[src/rtl/alu_cmd_issuer.sv]
// Command front-end for alu_4bit. It turns two-byte commands into ALU operand and
// opcode registers and queues the ALU's registered results in a small FIFO.
module alu_cmd_issuer #(
    parameter int DEPTH = 4
) (
    input  logic       clk,
    input  logic       rst_n,
    input  logic [7:0] in_data,
    input  logic       in_valid,
    output logic       in_ready,
    output logic [3:0] alu_a,
    output logic [3:0] alu_b,
    output logic [2:0] alu_op,
    input  logic [7:0] alu_result,
    output logic [7:0] out_data,
    output logic       out_valid,
    input  logic       out_ready,
    output logic       sync_err
);
    localparam int PTR_W = $clog2(DEPTH);
    localparam logic [PTR_W:0] FULL_CNT = (PTR_W+1)'(DEPTH);

    typedef enum logic [1:0] {S_HDR, S_OPND, S_EXEC, S_CAPT} state_t;

    state_t           state_q;
    logic [2:0]       hdr_op_q;
    logic [3:0]       alu_a_q;
    logic [3:0]       alu_b_q;
    logic [2:0]       alu_op_q;
    logic             sync_err_q;
    logic [PTR_W-1:0] wr_ptr_q, wr_ptr_d;
    logic [PTR_W-1:0] rd_ptr_q, rd_ptr_d;
    logic [PTR_W:0]   count_q, count_d;
    logic [7:0]       mem_q [DEPTH];

    logic in_fire;
    logic push;
    logic pop;
    logic fifo_full;
    logic unused_hdr_bits;

    // Header bits [6:3] carry no meaning.
    assign unused_hdr_bits = ^in_data[6:3];

    assign in_ready  = rst_n && ((state_q == S_HDR) || (state_q == S_OPND));
    assign in_fire   = in_valid && in_ready;
    assign out_valid = rst_n && (count_q != '0);
    assign pop       = out_valid && out_ready;
    assign fifo_full = (count_q == FULL_CNT);
    // A full FIFO still accepts the push when the head leaves on the same edge.
    assign push      = rst_n && (state_q == S_CAPT) && (!fifo_full || pop);
    assign out_data  = mem_q[rd_ptr_q];

    assign alu_a    = alu_a_q;
    assign alu_b    = alu_b_q;
    assign alu_op   = alu_op_q;
    assign sync_err = sync_err_q;

    always_comb begin
        wr_ptr_d = push ? wr_ptr_q + 1'b1 : wr_ptr_q;
        rd_ptr_d = pop  ? rd_ptr_q + 1'b1 : rd_ptr_q;
        count_d  = count_q;
        if (push && !pop) begin
            count_d = count_q + 1'b1;
        end else if (pop && !push) begin
            count_d = count_q - 1'b1;
        end
    end

    always_ff @(posedge clk) begin
        if (!rst_n) begin
            state_q    <= S_HDR;
            hdr_op_q   <= '0;
            alu_a_q    <= '0;
            alu_b_q    <= '0;
            alu_op_q   <= '0;
            sync_err_q <= 1'b0;
            wr_ptr_q   <= '0;
            rd_ptr_q   <= '0;
            count_q    <= '0;
        end else begin
            wr_ptr_q <= wr_ptr_d;
            rd_ptr_q <= rd_ptr_d;
            count_q  <= count_d;
            case (state_q)
                S_HDR: begin
                    if (in_fire) begin
                        if (in_data[7]) begin
                            hdr_op_q <= in_data[2:0];
                            state_q  <= S_OPND;
                        end else begin
                            sync_err_q <= 1'b1;
                        end
                    end
                end
                S_OPND: begin
                    if (in_fire) begin
                        alu_a_q  <= in_data[7:4];
                        alu_b_q  <= in_data[3:0];
                        alu_op_q <= hdr_op_q;
                        state_q  <= S_EXEC;
                    end
                end
                S_EXEC: begin
                    state_q <= S_CAPT;
                end
                S_CAPT: begin
                    if (push) begin
                        state_q <= S_HDR;
                    end
                end
                default: state_q <= S_HDR;
            endcase
        end
    end

    // Result storage has no reset; contents are only visible while counted valid.
    always_ff @(posedge clk) begin
        if (push) begin
            mem_q[wr_ptr_q] <= alu_result;
        end
    end
endmodule

[config.mk]
export PLATFORM = sky130hd
export DESIGN_NAME = alu_cmd_issuer
export DESIGN_NICKNAME = d
export VERILOG_FILES = /design/src/rtl/alu_cmd_issuer.sv
export SDC_FILE = /design/constraint.sdc
export NUM_CORES = 1
export LEC_CHECK = 0
export CORE_AREA = 4 4 73 68
export CTS_BUF_LIST = sky130_fd_sc_hd__clkbuf_4 sky130_fd_sc_hd__clkbuf_8
export CTS_CLUSTER_DIAMETER = 30
export CTS_CLUSTER_SIZE = 24
export DETAILED_ROUTE_END_ITERATION = 6
export DIE_AREA = 0 0 77 72
export HOLD_SLACK_MARGIN = 0.12
export PLACE_DENSITY = 0.84
export SKIP_LAST_GASP = 1
export SLEW_MARGIN = 25
export SYNTH_ARGS = -nofsm -noshare
export SYNTH_HDL_FRONTEND = slang
export SYNTH_SLANG_ARGS = --single-unit
export TNS_END_PERCENT = 20
[constraint.sdc]
create_clock -name clk -period 6.4 [get_ports clk]
set_input_delay 1.28 -clock clk [delete_from_list [all_inputs] [get_ports clk]]
set_output_delay 1.28 -clock clk [all_outputs]
set_load 0.01 [all_outputs]
=== Word-level counts from Yosys, hierarchy flattened ===
Memories as Yosys holds them, arrays and structs flattened. A register that Yosys moved wholly into a read port is not among the register bits.
Index checks and enable logic that the tools add are counted.

* ROM bits: 0
* Register bits: 24
* Output and inout bits: 22
* Input port bits: 20
* RAM bits: 32
* Word-level logic and storage cells: 54
* Latch bits: 0
* Memories: 1

* Magnitude comparators: 0
* Shift operators: 0
* Bitwise logic cells: 1
* Multiplexer cells: 11
* Equality and inequality tests: 8
* Div/mod/pow operators: 0
* $mul: 0
* Reduce and logical (&&, ||, !) cells: 20
* Add/sub/neg operators: 4

{| class="wikitable"
|+ Memories
! memory !! depth !! width !! rd ports !! clocked after memory_dff !! wr ports !! RTL line !! RTL
|-
| mem_q || 4 || 8 || 1 || 1 || 1 || 34 || <nowiki>logic [7:0] mem_q [DEPTH];</nowiki>
|}

{| class="wikitable"
|+ Operator list
! operator !! number
|-
| $mux W2 || 6
|-
| $logic_and A1 B1 Y1 || 8
|-
| $ne A2 B2 Y1 const B || 4
|-
| $pmux W2 S4 || 1
|-
| $mux W3 || 2
|-
| $reduce_and A3 Y1 || 2
|-
| $add A2 B1 Y2 const B || 2
|-
| $eq A2 B2 Y1 const B || 2
|-
| $reduce_and A4 Y1 || 1
|-
| $add A3 B1 Y3 const B || 1
|-
| $eq A3 B3 Y1 const B || 1
|-
| $logic_not A1 Y1 || 3
|-
| $reduce_bool A3 Y1 || 1
|-
| $sub A3 B1 Y3 const B || 1
|-
| $eq A2 B1 Y1 const B || 1
|-
| $logic_not A2 Y1 || 1
|-
| $logic_or A1 B1 Y1 || 2
|-
| $mux W1 || 2
|-
| $reduce_and A2 Y1 || 1
|-
| $reduce_bool A2 Y1 || 1
|-
| $not A1 Y1 || 1
|}

=== Depth between registers and ports, before layout ===
Gate-level depths: netlist of the first run.

* Depth in word-level cells: 9
* Depth in mapped cells: 9

=== Worst setup path after synthesis of the first run ===
OpenSTA, ideal clock, no wires.

* Kind: in2out
* From: in rst_n
* To: out in_ready
* Setup slack: 3172 ps
* Buffers on the path: 2
* Data arrival time: 1948 ps
* Cell stages on the path: 4
* Cells stage by stage: buf_2 -> inv_1 -> clkbuf_1 -> nor2_1

* Word-level cells in the longest chain between the ends: 1

{| class="wikitable"
|+ Ends and longest elaborated chain
! element !! RTL line !! RTL
|-
| start: declaration || 7 || <nowiki>input logic rst_n,</nowiki>
|-
| $logic_and A1 B1 Y1 || 45 || <nowiki>assign in_ready = rst_n && ((state_q == S_HDR) || (state_q == S_OPND));</nowiki>
|-
| end: declaration || 10 || <nowiki>output logic in_ready,</nowiki>
|}

Every way passes these cells.

=== Worst setup path in the final report of the first run ===
* From: in rst_n
* To: out out_valid

* Word-level cells in the longest chain between the ends: 1

{| class="wikitable"
|+ Ends and longest elaborated chain
! element !! RTL line !! RTL
|-
| $logic_and A1 B1 Y1 || 47 || <nowiki>assign out_valid = rst_n && (count_q != '0);</nowiki>
|-
| end: declaration || 16 || <nowiki>output logic out_valid,</nowiki>
|}

Every way passes these cells.

==> summary.md, run 1 <==
| Metric | Value |
|---|---|
| Outcome | `complete, no violations` |
| Die area | `approximately 5500 sq um` |
| Fin crit share | `70.98%` |
| Detailed Place HPWL | `2813 um` |
| Setup TNS | `0 ns` |
| CTS Sinks | `58` |
| Worst path required time | `between 5 and 6 ns` |
| Leakage | `0.001038 uW` |
| Drt drc | `0` |
| CTS tree | `built` |
| Reg area | `1481 sq um` |
| FF-to-FF End | `count_q[2]$_SDFFE_PN0P_` |
| Worst-path cell chain | `clkdlybuf4s50_1, inv_1, nor2_1, clkdlybuf4s50_1` |
| Core Footprint | `4288 sq um` |
| Tmin final | `about 4.5 ns` |
| Hold-fix buffers, CTS | `0` |
| #FFs+latches synth | `slightly below 60` |
| Clk_lat worst skew | `between 0.3 and 0.4 ns` |
| H-tree Lvls | `3` |
| Placed Area | `between 2000 and 3000 sq um` |
| CP Buf/Inv Count | `3` |
| Total clock buffers created by CTS | `9` |
| Worst clock skew | `0.008123 ns` |
| Worst-case reg-to-reg path depth | `9` |
| Row count | `23` |
| Via-to-Cell Ratio | `~5.3` |
| Main synth FF type | `edfxtp_1` |
| PwrDens | `~270 nW/um^2` |
| Finished Cell Area | `about 3000 sq um` |
| Syn Inst Count | `181` |
| Fin. max-slew vios | `0` |
| Die Y | `72 um` |
| PostCTS Resize Cnt | `0` |
| Synth Area in Simple Gates | `10.49%` |
| Fraction of layout cells with a size suffix above 1 | `13.42%` |
| Vias | `between 1000 and 1500` |
| Min-Delay Endpoint | `alu_a[0]$_SDFFE_PN0P_` |
| Max Fanout on Critical Path | `23` |
| HP Class | `flop to flop` |
| Worst VDD drop | `0.0001636 V` |
| Share of flip-flops with an asynchronous set or reset | `0%` |
| Yosys top cell area share | `40.68%` |
| Mux contribution to synthesized area | `10.17%` |
| Hold Path Depth | `2` |
| Slowest cell on the critical path | `clkdlybuf4s50_1` |
| Yosys warns | `0` |
| Nets | `256` |
| Congestion Overflow GR | `0` |
| Setup crit start kind | `input port` |
| Crit-path max cell delay | `0.76 ns` |
| Avg Inst Size Synth | `13.05 sq um` |
| Post-synthesis cell type count | `29` |
| IO buf count | `41` |
| First-pass GRT wire length | `between 6000 and 7000 um` |
| Antenna violations before repair | `0` |
| CP most frequent cell | `clkdlybuf4s50_1` |
| Number of post-CTS setup repair buffers | `0` |
| Slew margin rel. | `54.72%` |
| CP arrival | `3.26 ns` |
| Total Routed Length | `4072 um` |
| Post-synthesis xor/xnor area fraction | `0.7415%` |
| Area of the multi-input gates | `between 700 and 800 sq um` |
| Drt pass-1 iters | `4` |
| Most frequent cells after synthesis | `edfxtp_1, dfxtp_1, nand2_1, a21oi_1, inv_1` |
| Worst Tran Pin Value | `roughly 0.68 ns` |
| Post-synth EDFFs | `32` |
| Maximum clock path buffer count | `2` |
| Die Span X | `77 um` |
| R2r setup slk | `around 4.1 ns` |
| ANT cells | `0` |
| Post-synthesis compound-gate area fraction | `6.621%` |
| Critical path type | `input port to output port` |
| Sequential area share after synthesis | `a little over three fifths` |
| Crit path max-delay family | `buffers and inverters` |
| Clock-pin transition on the worst setup and hold timing paths | `0.06 ns` |
| Mapped Area | `approximately 2400 sq um` |
| Final count of hold timing violations | `0` |
| Hold Startpoint | `alu_a[0]$_SDFFE_PN0P_` |
| Routed Antenna Nets | `0` |
| Post-Syn Nets | `approximately 210` |
| Post-Synth Adder-Cell Area | `5.614%` |
| Synth area leader | `edfxtp_1` |
| Routability cong. | `roughly 0.73` |
| Synth-to-layout area growth | `26.43%` |
| Hold slack | `approximately 0.46 ns` |
| Initial DRC count | `97` |
| Max-cap violations | `0` |
| Vias in the first global route | `1511` |
| Top-count cell post-synth | `edfxtp_1` |
| Routed length per placed instance | `around 14 um` |
| Fill cell count | `315` |
| Synth top area cells | `edfxtp_1, dfxtp_1, mux4_2` |
| Main combinational cell family by area after synthesis | `simple AND/OR/NAND/NOR gates` |
| Total Routing Usage GR | `15.75%` |
| Largest net degree at the start of global routing | `24` |
| I/O Pins | `42` |
| Reg2Reg Launch Point | `state_q[0]$_SDFFE_PN0P_` |
| Unrepaired setup endpoints after global routing | `no` |
| Worst Setup End Kind | `output port` |
| Root buffer cell | `clkbuf_8` |
| Achievable Freq | `approximately 220 MHz` |
| # setup viols final | `0` |
| Starting Density | `55.09%` |
==> where the power goes <==
group          internal (uW)  switching [uW]
clock                    184             127
sequential               402            9.35
combinational           44.9            38.7
==> cells by family after synthesis <==
| group | count (synthesis) |
|---|---|
| AO/OA/AOI/OAI | 26 |
| multiplexers | 14 |
| AND/OR/NAND/NOR | 50 |
| buffers and inverters | 21 |
| XOR/XNOR | 2 |
| adder cells (fa/ha/maj) | 10 |
| flip-flops | 58 |
==> how the worst max path moves through the flow <==
stage	from	end	slack, ns	cells past startpoint
detailed placement	rst_n	out_valid	1.88	4
CTS	rst_n	out_valid	1.86	4
finish	rst_n	out_valid	1.86	4
global placement	rst_n	out_valid	1.95	4
floorplan	rst_n	in_ready	3.17	4
global route	rst_n	out_valid	1.71	4
==> area by class of cell <==
type | instances | share of cell area, %
tap | 50 | 2.095
sequential | 58 | 49.60
clock buffer | 11 | 4.650
inverter | 14 | 1.760
multi-input combinational | 102 | 26.60
clock inverter | 5 | 1.550
timing repair buffer | 41 | 13.74
==> per-stage QoR <==
step                      setup slack (ns)  std cells  utilization (%)  power [uW]
final                                1.857        281            69.65       805.8
after global routing                 1.707        281            69.65       841.5
after CTS                            1.858        281            69.65       815.4
after detailed placement             1.880        265            65.33       503.1
after global placement               1.951        265            65.33       501.6
after floorplan                      3.172        181                -       466.5
==> state kept, by name, summed over array words and instances (netlist names), named ones only <==
signal	flops
mem_q	32
alu_a	4
alu_b	4
alu_op	3
count_q	3
hdr_op_q	3
rd_ptr_q	2
state_q	2
wr_ptr_q	2
sync_err	1
==> per-layer routing <==
metal	share of wire, %	track usage [%]
met2	50	25.63
met4	0.66	6.522
met1	44	18.47
met3	5.4	6.948
met5	0	0
==> placed cells by master (no fill, tap or decap), types with 4 or more instances in the layout <==
cell type        netlist  routed
clkdlybuf4s50_1        0      41
edfxtp_1              32      32
dfxtp_1               26      26
nand2_1               25      25
a21oi_1               15      15
inv_1                 13      13
nor2_1                 9       9
ha_1                   9       9
clkbuf_8               0       9
mux4_2                 8       8
o21ai_0                7       7
mux2i_1                6       6
nand3_1                5       5
nor2_2                 4       4
==> worst register-to-register path, cell delays in order, from the launching register on <==
cell	delay, ns
dfxtp_1	0.38
ha_1	0.31
nand3_4	0.16
inv_2	0.08
ha_1	0.19
inv_1	0.06
fa_1	0.38
xor2_1	0.19
or3_1	0.33
a21oi_1	0.16
No activity file was read; power rests on OpenSTA's default activity.
==> run 2, diff against run 1 <==
--- a/config.mk
+++ b/config.mk
@@ -5,14 +5,14 @@
 export SDC_FILE = /design/constraint.sdc
 export NUM_CORES = 1
 export LEC_CHECK = 0
-export CORE_AREA = 4 4 73 68
+export CORE_AREA = 4 4 75 70
 export CTS_BUF_LIST = sky130_fd_sc_hd__clkbuf_4 sky130_fd_sc_hd__clkbuf_8
 export CTS_CLUSTER_DIAMETER = 30
 export CTS_CLUSTER_SIZE = 24
 export DETAILED_ROUTE_END_ITERATION = 6
-export DIE_AREA = 0 0 77 72
+export DIE_AREA = 0 0 79 74
 export HOLD_SLACK_MARGIN = 0.12
-export PLACE_DENSITY = 0.84
+export PLACE_DENSITY = 0.8
 export SKIP_LAST_GASP = 1
 export SLEW_MARGIN = 25
 export SYNTH_ARGS = -nofsm -noshare
==> constraint.sdc (replaced) <==
create_clock -name clk -period 4.62 [get_ports clk]
set_input_delay 0.924 -clock clk [delete_from_list [all_inputs] [get_ports clk]]
set_output_delay 0.924 -clock clk [all_outputs]
set_load 0.01 [all_outputs]
==> run 2 against run 1 <==
Compared with the run above:
- combinational power rose by 38%
- via count is 0.81% higher
- first-iteration DRC count is 47% lower
- non-clock buffer count unchanged
- sequential share of layout area is 1.2 points lower
- hold slack better by 0.00069 ns
- cell area increased by 2.4%
- flip-flop and latch count did not move
- die area rose by 5.4%
- sequential power up 39%
==> summary.md, run 2 (synthesized netlist as in run 1, its figures left out) <==
| Metric | Value |
|---|---|
| Outcome | `complete, no violations` |
| Setup crit start kind | `input port` |
| Fraction of layout cells with a size suffix above 1 | `approximately 14%` |
| Tmin final | `3.745 ns` |
| Leakage | `0.001063 uW` |
| Critical path type | `input port to output port` |
| Final Power | `1250 uW` |
| Fin crit share | `81.07%` |
| I/O Pins | `42` |
| Unrepaired setup endpoints after global routing | `no` |
| Drt drc | `0` |
| Max-cap violations | `0` |
| Core Footprint | `4432 sq um` |
| Clk_lat worst skew | `0.34 ns` |
| Worst Tran Pin Value | `0.6685 ns` |
| PwrDens | `408.7 nW/um^2` |
| Met2 usage | `26.36%` |
| Vias in the first global route | `1527` |
| Synth-to-layout area growth | `29.45%` |
| Slowest cell on the critical path | `clkdlybuf4s50_1` |
| Gr busiest metal | `met2` |
| Slew margin rel. | `55.39%` |
| Finished Cell Area | `3058 sq um` |
| Via-to-Cell Ratio | `5.109` |
| Die area | `5846 sq um` |
| Total Routed Length | `between 4000 and 5000 um` |
| Met1 track demand over resource | `21.28%` |
| Fin. max-slew vios | `0` |
| Hold Startpoint | `hdr_op_q[2]$_SDFFE_PN0P_` |
| First-pass GRT wire length | `7355 um` |
| Achievable Freq | `~270 MHz` |
| Number of post-CTS setup repair buffers | `0` |
| Worst clock skew | `about 0.0053 ns` |
| Nets | `256` |
| Routability cong. | `approximately 0.70` |
| PostCTS Resize Cnt | `0` |
| Antenna violations before repair | `0` |
| CP arrival | `2.82 ns` |
| Routed Antenna Nets | `0` |
| CP most frequent cell | `clkdlybuf4s50_1` |
| HP Class | `flop to flop` |
| Detailed Place HPWL | `2794 um` |
| Crit path max-delay family | `buffers and inverters` |
| Largest net degree at the start of global routing | `24` |
| Row count | `23` |
| Clock-pin transition on the worst setup and hold timing paths | `0.06 ns` |
| Max reg flops | `32` |
| CTS tree | `built` |
| Total clock buffers created by CTS | `9` |
| # setup viols final | `0` |
| Die Span X | `between 70 and 80 um` |
| CP Buf/Inv Count | `3` |
| CTS Sinks | `58` |
| Max Fanout on Critical Path | `23` |
| CP Launch Point | `rst_n` |
| IO buf count | `41` |
| Drt pass-1 iters | `4` |
| Reg2Reg Launch Point | `state_q[0]$_SDFFE_PN0P_` |
| Starting Density | `53.30%` |
| Maximum clock path buffer count | `2` |
| Most frequent cells in the layout | `clkdlybuf4s50_1, edfxtp_1, dfxtp_1` |
| Hold-fix buffers, CTS | `0` |
| Worst VDD drop | `between 0.0002 and 0.0003 V` |
| Largest Register | `mem_q` |
| Commonest non-fill, non-tap cell in the layout | `clkdlybuf4s50_1` |
| Setup TNS | `0 ns` |
| Met3 usage | `7.627%` |
| Root buffer cell | `clkbuf_8` |
| Worst-path cell chain | `clkdlybuf4s50_1, inv_1, nor2_1, clkdlybuf4s50_1` |
| Crit-path max cell delay | `0.72 ns` |
| Placed Area | `2816 sq um` |
| Die Y | `~74 um` |
| Congestion Overflow GR | `0` |
| Worst path required time | `3.70 ns` |
| Final count of hold timing violations | `0` |
| Routed length per placed instance | `~14 um` |
| ANT cells | `0` |
| Vias | `1497` |
| H-tree Lvls | `3` |
| Initial DRC count | `51` |
| Worst Setup End Kind | `output port` |
| Total Routing Usage GR | `approximately 17%` |
==> run 2: cell count changes in the layout (fill, tap and decap cells not counted), sizes merged <==
| cell | previous run | this run |
|---|---|---|
| clkinv | 4 | 2 |
| bufinv | 1 | 3 |
==> run 2: final timing paths <==
check	to	slack, ns	cells after the start
worst min-delay path	alu_op[2]$_SDFFE_PN0P_	0.46	2
worst min register to register	alu_op[2]$_SDFFE_PN0P_	0.46	2
worst max register to register	count_q[2]$_SDFFE_PN0P_	2.38	9
worst max-delay path	in_ready	0.87	4
==> run 2: where the power goes <==
group	internal, uW	switching, uW
Sequential	557	13.5
Clock	369	195
Combinational	62.0	53.1
==> run 2: through the flow <==
stage / utilization [%] / instances / setup slack [ns] / hold WS [ns]
4_1_cts: 69.00 / 293 / 0.8633 / 0.4575
6_report: 69.00 / 293 / 0.8748 / 0.4569
3_5_place_dp: 63.55 / 277 / 0.8743 / 0.4487
5_1_grt: 69.00 / 293 / 0.6962 / 0.4763
2_1_floorplan: - / 181 / 2.038 / 0.4315
3_3_place_gp: 63.55 / 277 / 0.8668 / 0.4418
==> run 2: layout make-up <==
cell class | count | area, sq um
Sequential cell | 58 | 1481
Fill cell | 327 | 1374
Multi-Input combinational cell | 102 | 794.5
Timing Repair Buffer | 41 | 410.4
Clock buffer | 11 | 138.9
Clock inverter | 5 | 102.6
Tap cell | 62 | 77.57
Inverter | 14 | 52.55
==> run 2: tightest hold or removal path, cell delays in order (launching register included) <==
cell and delay, ns:
dfxtp_1 0.31, nand2_1 0.05, a21oi_1 0.05
==> run 2: routing by layer <==
metal | routed length, um | share of wire, %
met1 | 1890 | 45
met2 | 2019 | 48
met3 | 233 | 5.6
met4 | 54 | 1.3
met5 | 0 | 0
==> run 3, diff against run 2 <==
==> constraint.sdc (replaced) <==
create_clock -name clk -period 3.6 [get_ports clk]
set_input_delay 0.72 -clock clk [delete_from_list [all_inputs] [get_ports clk]]
set_output_delay 0.72 -clock clk [all_outputs]
set_load 0.01 [all_outputs]
==> run 3 against run 2 <==
Compared with the run above:
- final cell count is 0.34% higher
- critical endpoint unchanged
- register-to-register slack worse by 1.1 ns
- flip-flop and latch count did not move
- setup slack worse by 0.41 ns
- cell area decreased by 0.65%
- core utilization is 0.45 points lower
- sequential power increased by 28%
==> summary.md, run 3 (synthesized netlist as in run 1, its figures left out) <==
| Metric | Value |
|---|---|
| Metal2 WL | `1981 um` |
| Max reg flops | `32` |
| IO buf count | `41` |
| CTS tree | `built` |
| Hold slack | `0.4534 ns` |
| Die area | `a little under 6000 sq um` |
| Detailed Place HPWL | `approximately 2900 um` |
| PwrDens | `~500 nW/um^2` |
| Total Routed Length | `4189 um` |
| Routed Antenna Nets | `0` |
| Starting Density | `53.30%` |
| Share of power burned in registers | `between 40% and 50%` |
| Top sig layer | `met4` |
| H-tree Lvls | `3` |
| Worst Tran Pin Value | `0.5262 ns` |
| Placed instance count | `roughly 280` |
| Setup TNS | `0 ns` |
| Clock-pin transition on the worst setup and hold timing paths | `0.06 ns` |
| Util after Layout | `68.55%` |
| Worst path required time | `approximately 2.9 ns` |
| Worst-path cell chain | `clkdlybuf4s50_1, inv_1, nor2_1, clkdlybuf4s50_1` |
| Die Y | `74 um` |
| Fin. max-slew vios | `0` |
| Most frequent cells in the layout | `clkdlybuf4s50_1, edfxtp_1, dfxtp_1` |
| Vias in the first global route | `between 1500 and 2000` |
| Achievable Freq | `318.9 MHz` |
| Worst VDD drop | `0.0003150 V` |
| Final Power | `around 1500 uW` |
| Maximum clock path buffer count | `2` |
| Via-to-Cell Ratio | `5.048` |
| Largest Register | `mem_q` |
| Routability cong. | `0.7019` |
| Fin crit share | `87.10%` |
| Routed length per placed instance | `approximately 14 um` |
| P_sw | `319.5 uW` |
| Nets | `257` |
| Drt drc | `0` |
| Worst clock skew | `0.01071 ns` |
| Vias | `1484` |
| Max Fanout on Critical Path | `11` |
| Initial DRC count | `104` |
| Unrepaired setup endpoints after global routing | `no` |
| Outcome | `complete, no violations` |
| Met1 wire length | `1955 um` |
| Synth-to-layout area growth | `28.60%` |
| Critical path type | `input port to output port` |
| Hold-fix buffers, CTS | `0` |
| Leakage | `0.001056 uW` |
| Tmin final | `3.136 ns` |
| Sw Share | `a little over a fifth` |
| Number of post-CTS setup repair buffers | `0` |
| Met3 Wirelength | `181 um` |
| Total clock buffers created by CTS | `9` |
| ANT cells | `0` |
| CP arrival | `2.42 ns` |
| CP most frequent cell | `clkdlybuf4s50_1` |
| Slowest cell on the critical path | `clkdlybuf4s50_1` |
| First-pass GRT wire length | `6851 um` |
| Congestion Overflow GR | `0` |
| Row count | `23` |
| I/O Pins | `42` |
| Final count of hold timing violations | `0` |
| Crit path max-delay family | `buffers and inverters` |
| Clk_lat worst skew | `0.32 ns` |
| Clock power frac | `42.2%` |
| Fraction of layout cells with a size suffix above 1 | `~14%` |
| Internal Power | `1204 uW` |
| Die Span X | `79 um` |
| Setup crit start kind | `input port` |
| # setup viols final | `0` |
| Drt pass-1 iters | `4` |
| Root buffer cell | `clkbuf_8` |
| Max-cap violations | `0` |
| Slew margin rel. | `64.87%` |
| CP Buf/Inv Count | `3` |
| Antenna violations before repair | `0` |
| Crit-path max cell delay | `around 0.74 ns` |
| Core Footprint | `4432 sq um` |
| Largest net degree at the start of global routing | `16` |
| Worst Setup End Kind | `output port` |
| PostCTS Resize Cnt | `0` |
| HP Class | `flop to flop` |
| Commonest non-fill, non-tap cell in the layout | `clkdlybuf4s50_1` |
| Total Routing Usage GR | `15.72%` |
| CTS Sinks | `58` |
| Gate power share | `under 10%` |
| Non-filler cells, final | `294` |
## run 3: changes by cell type in the layout (fill, tap and decap cells not counted), sizes merged
cell and delta:
clkbuf +1, buf +1, bufinv -1
## run 3: worst min-delay path: stages, from the launching register on
cell     delay, ns
dfxtp_1       0.31
nand2_1       0.05
a21oi_1       0.05
## run 3: worst paths after layout
path,cells past startpoint,from,slack [ns],endpoint
worst max register to register,9,state_q[1]$_SDFFE_PN0P_,1.30,count_q[2]$_SDFFE_PN0P_
worst min-delay path,2,alu_b[1]$_SDFFE_PN0P_,0.45,alu_b[1]$_SDFFE_PN0P_
worst min register to register,2,alu_b[1]$_SDFFE_PN0P_,0.45,alu_b[1]$_SDFFE_PN0P_
worst max-delay path,4,rst_n,0.46,in_ready
## run 3: per-stage QoR
stage | cell area [sq um] | worst slack, ns
5_1_grt | 3038 | 0.3568
3_5_place_dp | 2824 | 0.4714
3_3_place_gp | 2824 | 0.4807
2_1_floorplan | 2362 | 1.222
4_1_cts | 3038 | 0.4578
6_report | 3038 | 0.4642
## run 3: area by class of cell
class,instances,area (sq um)
inverter,14,52.55
sequential,58,1481
multi-input combinational,102,794.5
timing repair buffer,42,417.9
tap,62,77.57
fill,335,1394
clock inverter,4,67.56
clock buffer,12,146.4
## run 3: metal layers
| layer | vias to the layer above | global-route usage [%] |
|---|---|---|
| met5 | - | 0 |
| met4 | 0 | 8.588 |
| met3 | 8 | 3.874 |
| met2 | 35 | 24.67 |
| met1 | 706 | 20.42 |
| li1 | 735 | - |
## run 3: power by group through the flow
stage          registers [uW]  clock network (uW)  logic [uW]
6_report                  732                 642         149
4_1_cts                   732                 656         151
2_1_floorplan             742                   0        87.6
3_3_place_gp              745                   0         147
3_5_place_dp              746                   0         150
5_1_grt                   735                 682         163
